[src/rtl/duel_turn_controller_if.sv]
// Bundles the request, health and commit signals between the duel turn
// controller (slave) and the player/arbiter side (master).
interface duel_turn_controller_if #(
  parameter int CNT_W = 6
);
  logic             start;
  logic             p1_req;
  logic [2:0]       p1_req_action;
  logic             p2_req;
  logic [2:0]       p2_req_action;
  logic [1:0]       p1_health;
  logic [1:0]       p2_health;
  logic [2:0]       action1;
  logic [2:0]       action2;
  logic             step;
  logic             p1_ack;
  logic             p2_ack;
  logic             round_active;
  logic [CNT_W-1:0] turn_count;
  logic [1:0]       winner;
  logic             done;

  modport master (
    output start, p1_req, p1_req_action, p2_req, p2_req_action, p1_health, p2_health,
    input  action1, action2, step, p1_ack, p2_ack, round_active, turn_count, winner, done
  );

  modport slave (
    input  start, p1_req, p1_req_action, p2_req, p2_req_action, p1_health, p2_health,
    output action1, action2, step, p1_ack, p2_ack, round_active, turn_count, winner, done
  );
endinterface

[src/rtl/duel_turn_controller.sv]
// Sequences duel turns: collects both players' actions, commits them with a
// step strobe, waits for health to settle, then decides continue/KO/limit.
//
// state     | meaning
// S_IDLE    | no match running, waiting for start
// S_COLLECT | gathering action requests, timeout timer running
// S_COMMIT  | actions presented to player modules, step high
// S_SETTLE  | waiting for player health registers to update
// S_CHECK   | turn counted, KO / turn-limit decision
// S_OVER    | match finished, winner and done held
module duel_turn_controller #(
  parameter int TURN_TIMEOUT  = 16,
  parameter int SETTLE_CYCLES = 2,
  parameter int MAX_TURNS     = 32,
  parameter int CNT_W         = 6
) (
  input logic                   clk,
  input logic                   rst,
  duel_turn_controller_if.slave bus
);

  typedef enum logic [2:0] {
    S_IDLE,
    S_COLLECT,
    S_COMMIT,
    S_SETTLE,
    S_CHECK,
    S_OVER
  } state_t;

  localparam logic [2:0] ACT_AWAIT = 3'b010;
  localparam int TW = (TURN_TIMEOUT > 1) ? $clog2(TURN_TIMEOUT) : 1;
  localparam int SW = (SETTLE_CYCLES > 1) ? $clog2(SETTLE_CYCLES) : 1;

  state_t           r_state, w_state_n;
  logic [TW-1:0]    r_timer, w_timer_n;
  logic [SW-1:0]    r_settle, w_settle_n;
  logic             r_slot1_full, w_slot1_full_n;
  logic             r_slot2_full, w_slot2_full_n;
  logic [2:0]       r_slot1, w_slot1_n;
  logic [2:0]       r_slot2, w_slot2_n;
  logic [2:0]       r_action1, w_action1_n;
  logic [2:0]       r_action2, w_action2_n;
  logic             r_step, w_step_n;
  logic             r_p1_ack, w_p1_ack_n;
  logic             r_p2_ack, w_p2_ack_n;
  logic             r_round_active, w_round_active_n;
  logic [CNT_W-1:0] r_turn_count, w_turn_count_n;
  logic [1:0]       r_winner, w_winner_n;
  logic             r_done, w_done_n;

  logic             w_p1_take;
  logic             w_p2_take;
  logic             w_p1_dead;
  logic             w_p2_dead;
  logic [CNT_W-1:0] w_turn_inc;

  always_ff @(posedge clk) begin
    if (rst) begin
      r_state        <= S_IDLE;
      r_timer        <= '0;
      r_settle       <= '0;
      r_slot1_full   <= 1'b0;
      r_slot2_full   <= 1'b0;
      r_slot1        <= ACT_AWAIT;
      r_slot2        <= ACT_AWAIT;
      r_action1      <= ACT_AWAIT;
      r_action2      <= ACT_AWAIT;
      r_step         <= 1'b0;
      r_p1_ack       <= 1'b0;
      r_p2_ack       <= 1'b0;
      r_round_active <= 1'b0;
      r_turn_count   <= '0;
      r_winner       <= 2'b00;
      r_done         <= 1'b0;
    end else begin
      r_state        <= w_state_n;
      r_timer        <= w_timer_n;
      r_settle       <= w_settle_n;
      r_slot1_full   <= w_slot1_full_n;
      r_slot2_full   <= w_slot2_full_n;
      r_slot1        <= w_slot1_n;
      r_slot2        <= w_slot2_n;
      r_action1      <= w_action1_n;
      r_action2      <= w_action2_n;
      r_step         <= w_step_n;
      r_p1_ack       <= w_p1_ack_n;
      r_p2_ack       <= w_p2_ack_n;
      r_round_active <= w_round_active_n;
      r_turn_count   <= w_turn_count_n;
      r_winner       <= w_winner_n;
      r_done         <= w_done_n;
    end
  end

  assign w_p1_take  = (r_state == S_COLLECT) && bus.p1_req && !r_slot1_full;
  assign w_p2_take  = (r_state == S_COLLECT) && bus.p2_req && !r_slot2_full;
  assign w_p1_dead  = (bus.p1_health == 2'd0);
  assign w_p2_dead  = (bus.p2_health == 2'd0);
  assign w_turn_inc = r_turn_count + CNT_W'(1);

  always_comb begin
    w_state_n      = r_state;
    w_timer_n      = '0;
    w_settle_n     = r_settle;
    w_slot1_full_n = 1'b0;
    w_slot2_full_n = 1'b0;
    w_slot1_n      = r_slot1;
    w_slot2_n      = r_slot2;
    w_action1_n    = r_action1;
    w_action2_n    = r_action2;
    w_step_n       = 1'b0;
    w_p1_ack_n     = 1'b0;
    w_p2_ack_n     = 1'b0;
    w_turn_count_n = r_turn_count;
    w_winner_n     = r_winner;

    case (r_state)
      S_IDLE, S_OVER: begin
        if (bus.start) begin
          w_state_n      = S_COLLECT;
          w_turn_count_n = '0;
          w_winner_n     = 2'b00;
        end
      end
      S_COLLECT: begin
        w_timer_n      = r_timer + TW'(1);
        w_slot1_full_n = r_slot1_full | w_p1_take;
        w_slot2_full_n = r_slot2_full | w_p2_take;
        w_slot1_n      = w_p1_take ? bus.p1_req_action : r_slot1;
        w_slot2_n      = w_p2_take ? bus.p2_req_action : r_slot2;
        w_p1_ack_n     = w_p1_take;
        w_p2_ack_n     = w_p2_take;
        // A request landing on the timeout cycle still beats the await default.
        if ((r_slot1_full && r_slot2_full) || (r_timer == TW'(TURN_TIMEOUT - 1))) begin
          w_state_n   = S_COMMIT;
          w_step_n    = 1'b1;
          w_action1_n = w_slot1_full_n ? w_slot1_n : ACT_AWAIT;
          w_action2_n = w_slot2_full_n ? w_slot2_n : ACT_AWAIT;
          w_settle_n  = SW'(SETTLE_CYCLES - 1);
        end
      end
      S_COMMIT: begin
        w_state_n = S_SETTLE;
      end
      S_SETTLE: begin
        if (r_settle == '0) begin
          w_state_n = S_CHECK;
        end else begin
          w_settle_n = r_settle - SW'(1);
        end
      end
      S_CHECK: begin
        w_turn_count_n = w_turn_inc;
        if (w_p1_dead || w_p2_dead || (w_turn_inc == CNT_W'(MAX_TURNS))) begin
          w_state_n = S_OVER;
          if (w_p1_dead && w_p2_dead)               w_winner_n = 2'b11;
          else if (w_p2_dead)                       w_winner_n = 2'b01;
          else if (w_p1_dead)                       w_winner_n = 2'b10;
          else if (bus.p1_health > bus.p2_health)   w_winner_n = 2'b01;
          else if (bus.p2_health > bus.p1_health)   w_winner_n = 2'b10;
          else                                      w_winner_n = 2'b11;
        end else begin
          w_state_n = S_COLLECT;
        end
      end
      default: begin
        w_state_n = S_IDLE;
      end
    endcase

    w_round_active_n = (w_state_n == S_COLLECT) || (w_state_n == S_COMMIT) ||
                       (w_state_n == S_SETTLE)  || (w_state_n == S_CHECK);
    w_done_n         = (w_state_n == S_OVER);
  end

  assign bus.action1      = r_action1;
  assign bus.action2      = r_action2;
  assign bus.step         = r_step;
  assign bus.p1_ack       = r_p1_ack;
  assign bus.p2_ack       = r_p2_ack;
  assign bus.round_active = r_round_active;
  assign bus.turn_count   = r_turn_count;
  assign bus.winner       = r_winner;
  assign bus.done         = r_done;

endmodule

[src/flat_wrapper.sv]
// flat-port wrapper written by rule: the top's interface ports become plain ports
module duel_turn_controller_flat 
#(
  parameter int TURN_TIMEOUT  = 16,
  parameter int SETTLE_CYCLES = 2,
  parameter int MAX_TURNS     = 32,
  parameter int CNT_W         = 6
)
  (clk, rst, bus_start, bus_p1_req, bus_p1_req_action, bus_p2_req, bus_p2_req_action, bus_p1_health, bus_p2_health, bus_action1, bus_action2, bus_step, bus_p1_ack, bus_p2_ack, bus_round_active, bus_turn_count, bus_winner, bus_done);
  duel_turn_controller_if #(.CNT_W(CNT_W)) bus_i ();
  input logic clk;
  input logic rst;
  input wire logic [$bits(bus_i.start)-1:0] bus_start;
  input wire logic [$bits(bus_i.p1_req)-1:0] bus_p1_req;
  input wire logic [$bits(bus_i.p1_req_action)-1:0] bus_p1_req_action;
  input wire logic [$bits(bus_i.p2_req)-1:0] bus_p2_req;
  input wire logic [$bits(bus_i.p2_req_action)-1:0] bus_p2_req_action;
  input wire logic [$bits(bus_i.p1_health)-1:0] bus_p1_health;
  input wire logic [$bits(bus_i.p2_health)-1:0] bus_p2_health;
  output wire logic [$bits(bus_i.action1)-1:0] bus_action1;
  output wire logic [$bits(bus_i.action2)-1:0] bus_action2;
  output wire logic [$bits(bus_i.step)-1:0] bus_step;
  output wire logic [$bits(bus_i.p1_ack)-1:0] bus_p1_ack;
  output wire logic [$bits(bus_i.p2_ack)-1:0] bus_p2_ack;
  output wire logic [$bits(bus_i.round_active)-1:0] bus_round_active;
  output wire logic [$bits(bus_i.turn_count)-1:0] bus_turn_count;
  output wire logic [$bits(bus_i.winner)-1:0] bus_winner;
  output wire logic [$bits(bus_i.done)-1:0] bus_done;
  assign bus_i.start = bus_start;
  assign bus_i.p1_req = bus_p1_req;
  assign bus_i.p1_req_action = bus_p1_req_action;
  assign bus_i.p2_req = bus_p2_req;
  assign bus_i.p2_req_action = bus_p2_req_action;
  assign bus_i.p1_health = bus_p1_health;
  assign bus_i.p2_health = bus_p2_health;
  assign bus_action1 = bus_i.action1;
  assign bus_action2 = bus_i.action2;
  assign bus_step = bus_i.step;
  assign bus_p1_ack = bus_i.p1_ack;
  assign bus_p2_ack = bus_i.p2_ack;
  assign bus_round_active = bus_i.round_active;
  assign bus_turn_count = bus_i.turn_count;
  assign bus_winner = bus_i.winner;
  assign bus_done = bus_i.done;
  duel_turn_controller #(.TURN_TIMEOUT(TURN_TIMEOUT), .SETTLE_CYCLES(SETTLE_CYCLES), .MAX_TURNS(MAX_TURNS), .CNT_W(CNT_W)) u_core (.clk(clk), .rst(rst), .bus(bus_i));
endmodule
[config.mk]
export PLATFORM = sky130hd
export DESIGN_NAME = duel_turn_controller_flat
export DESIGN_NICKNAME = d
export VERILOG_FILES = /design/src/rtl/duel_turn_controller_if.sv /design/src/rtl/duel_turn_controller.sv /design/src/flat_wrapper.sv
export SDC_FILE = /design/constraint.sdc
export NUM_CORES = 1
export LEC_CHECK = 0
export BUFFER_PORTS_ARGS = -buffer_cell sky130_fd_sc_hd__buf_2
export CORE_UTILIZATION = 53
export DETAILED_ROUTE_END_ITERATION = 16
export GPL_TIMING_DRIVEN = 0
export PLACE_DENSITY = 0.78
export SLEW_MARGIN = 20
export SYNTH_ARGS = -nofsm -noshare
export SYNTH_HDL_FRONTEND = slang
export SYNTH_SLANG_ARGS = --single-unit
[constraint.sdc]
create_clock -name clk -period 2.1 [get_ports clk]
set_input_delay 0.21 -clock clk [delete_from_list [all_inputs] [get_ports clk]]
set_output_delay 0.21 -clock clk [all_outputs]
set_load 0.02 [all_outputs]
==> run metrics <==
FMAX=532 MHz; nets=243; cts bufs inserted=5; CTS H-tree depth=2; worst setup margin=221 ps; IO Port Bufs=32; Routed WL=3.43 mm; status=complete, but fails checks; worst skew pair latency=340 ps; CTS tree=yes; average size of a mapped cell=8.66 sq um; placement-stage cell area=0.00180 sq mm; Final Hold Slack=101 ps; RSZ-0062 raised after global routing=false; Hold Fails Final Rpt=0; vias in the first global route=1315; Final ANT Viol Nets=0; Die ar.=0.00325 sq mm; placement row count=19; area leader, netlist=dfxtp_1; post-layout minimum cycle time=1880 ps; Ant. Diodes=0; initial antenna violation count=0; DRC Markers=2; Core Region=0.00281 sq mm; origin of the critical flop-to-flop path=u_core.r_state[2]; first-pass GRT wire length=5.66 mm; Starting Density=57.1%; largest net degree at the start of global routing=11; top cell type's share of synthesized area=43.8%; Slew headroom=66.6%; Worst Path Max Fanout=9; I/O pin cnt=34; clock sinks=35; P per Cell Area=649 mW/mm^2; dpl hpwl=2.58 mm; Max clock buf depth=2; worst vdd ir=500 uV; Async SR Flop Fraction=0%; gr ovfl total=0; GRT Total Usage=22.8%; Syn-to-layout area delta=16.7%; Post-Route Utilization=66.6%; CP Class=reg -> reg; max_cap viols=0; failing checks=design-rule violations; sequential share of the synthesized area=43.8%; Worst R2R End=u_core.bus.action2[2]; DR vias=1456; share of layout cells above drive strength 1=21.3%; Hold Path Class=in -> reg; worst setup path end=u_core.bus.action2[2]; post-CTS setup buffer count=0; final instance area=0.00187 sq mm; worst slew pin tran=497 ps; worst r2r path cells=7; Setup crit start kind=flip-flop; arrival time at the worst endpoint=2100 ps; max-slew violations=0; Synth Net Count=204; clock skew=11.8 ps; EDFF count, synth=0; largest cells by area after synthesis=dfxtp_1 (44%), nor2_1 (6.8%), a21oi_1 (4.4%); pre-CTS setup slack=260 ps; Yosys cell types=46; total leakage power=0.000847 uW; Worst Path Required=2320 ps; Die W=57.0 um; final setup vio count=0; Root Driver=clkbuf_4; DR vias/cell=5.69; setup TNS=0 ps; Wirelength per Cell=13.4 um; crit path from=u_core.r_state[2]; Synth warnings=0; drt pass-1 iters=10; die height=57.0 um; mapped cell area=0.00160 sq mm; hold_buf cts=0; Most used DFF post-synth=dfxtp_1; clock slew at reported path FFs=100 ps; CP endpoint kind=flip-flop; cts repair resizes=0; Cells after Synth=185; GPL Wtd Cong=0.771; Fillers=242; DRT iter0 DRCs=65; Reg2Reg Setup Slack=220 ps; synthesized flop and latch total=35; fin crit share=89.5%
-- final cells by class --
cell class	count	area, sq um	area share [%]
buffer	9	60.1	3.21
timing repair buffer	32	160	8.57
inverter	7	26.3	1.41
clock buffer	8	68.8	3.68
sequential	35	701	37.5
multi-input combinational	134	815	43.6
tap	31	38.8	2.07
-- sequential cells by signal (all words and copies together) (netlist names), 2 cells and up --
register               flops
u_core.r_slot2             3
u_core.r_state             3
u_core.bus.turn_count      6
u_core.bus.winner          2
u_core.bus.action2         3
u_core.bus.action1         3
u_core.r_slot1             3
u_core.r_timer             4
-- cell usage after synthesis, types with 4 or more instances --
| cell type | instances |
|---|---|
| dfxtp_1 | 35 |
| nor2_1 | 29 |
| a21oi_1 | 14 |
| nand2_1 | 13 |
| inv_1 | 7 |
| nand3_1 | 6 |
| a211oi_1 | 5 |
| nor2b_1 | 5 |
| ha_1 | 4 |
| mux2i_1 | 4 |
| nor3_1 | 4 |
| o21ai_0 | 4 |
-- how the worst min path moves through the flow --
stage                                  from                     to  slack (ps)  cells after the start
after detailed placement  u_core.r_timer[0]      u_core.r_timer[0]         450                      1
final                                   rst  u_core.bus.action1[2]         100                      2
after floorplan                  bus_p1_req    u_core.r_slot1_full         330                      2
after CTS                               rst      u_core.r_state[0]         100                      2
after global placement    u_core.r_timer[0]      u_core.r_timer[0]         430                      1
after global routing                    rst  u_core.bus.action1[2]         100                      2
-- critical path, cell delays in order (launching register included) --
cell and delay [ps]:
dfxtp_1 310, buf_4 150, and2b_1 240, and2_1 130, clkbuf_1 250, nand2_1 300, a221oi_1 310, nor3_1 70
-- per-stage QoR --
step                std cells  total power [uW]
global route              256              1270
global placement          248               811
detailed placement        248               818
CTS                       256              1220
floorplan                 185               778
finish                    256              1210
-- where the power goes --
group	leakage [uW]	internal (uW)	total, uW	switching, uW
logic	0.000525	47.3	118	70.9
registers	0.000284	678	685	7.76
clock network	0.0000386	197	409	212
total	0.000847	922	1210	291
-- layout by cell type, fill, tap and decap left out, types with 5 or more instances in the layout --
cell type / instances
nand2_1: 13
a21oi_1: 14
buf_2: 34
a211oi_1: 5
dfxtp_1: 35
nand3_1: 6
nor2b_1: 5
inv_1: 7
nor2_1: 29
clkbuf_4: 5
-- kinds of logic after synthesis --
logic type	synth area share (%)
and+or+nand+nor	24.8
adders and majority gates	3.13
AOI/OAI and AO/OA	18.2
buffers and inverters	5.39
muxes	2.50
xor gates and xnor gates	2.19
DFF	43.7
-- layer usage --
layer	GRT usage (%)	part of all wire [%]	vias up
li1	-	-	732
met1	25.7	41	675
met2	40.3	52	41
met3	6.58	5.1	8
met4	9.41	2.3	0
met5	0	0	-
No activity file was read; power rests on OpenSTA's default activity.
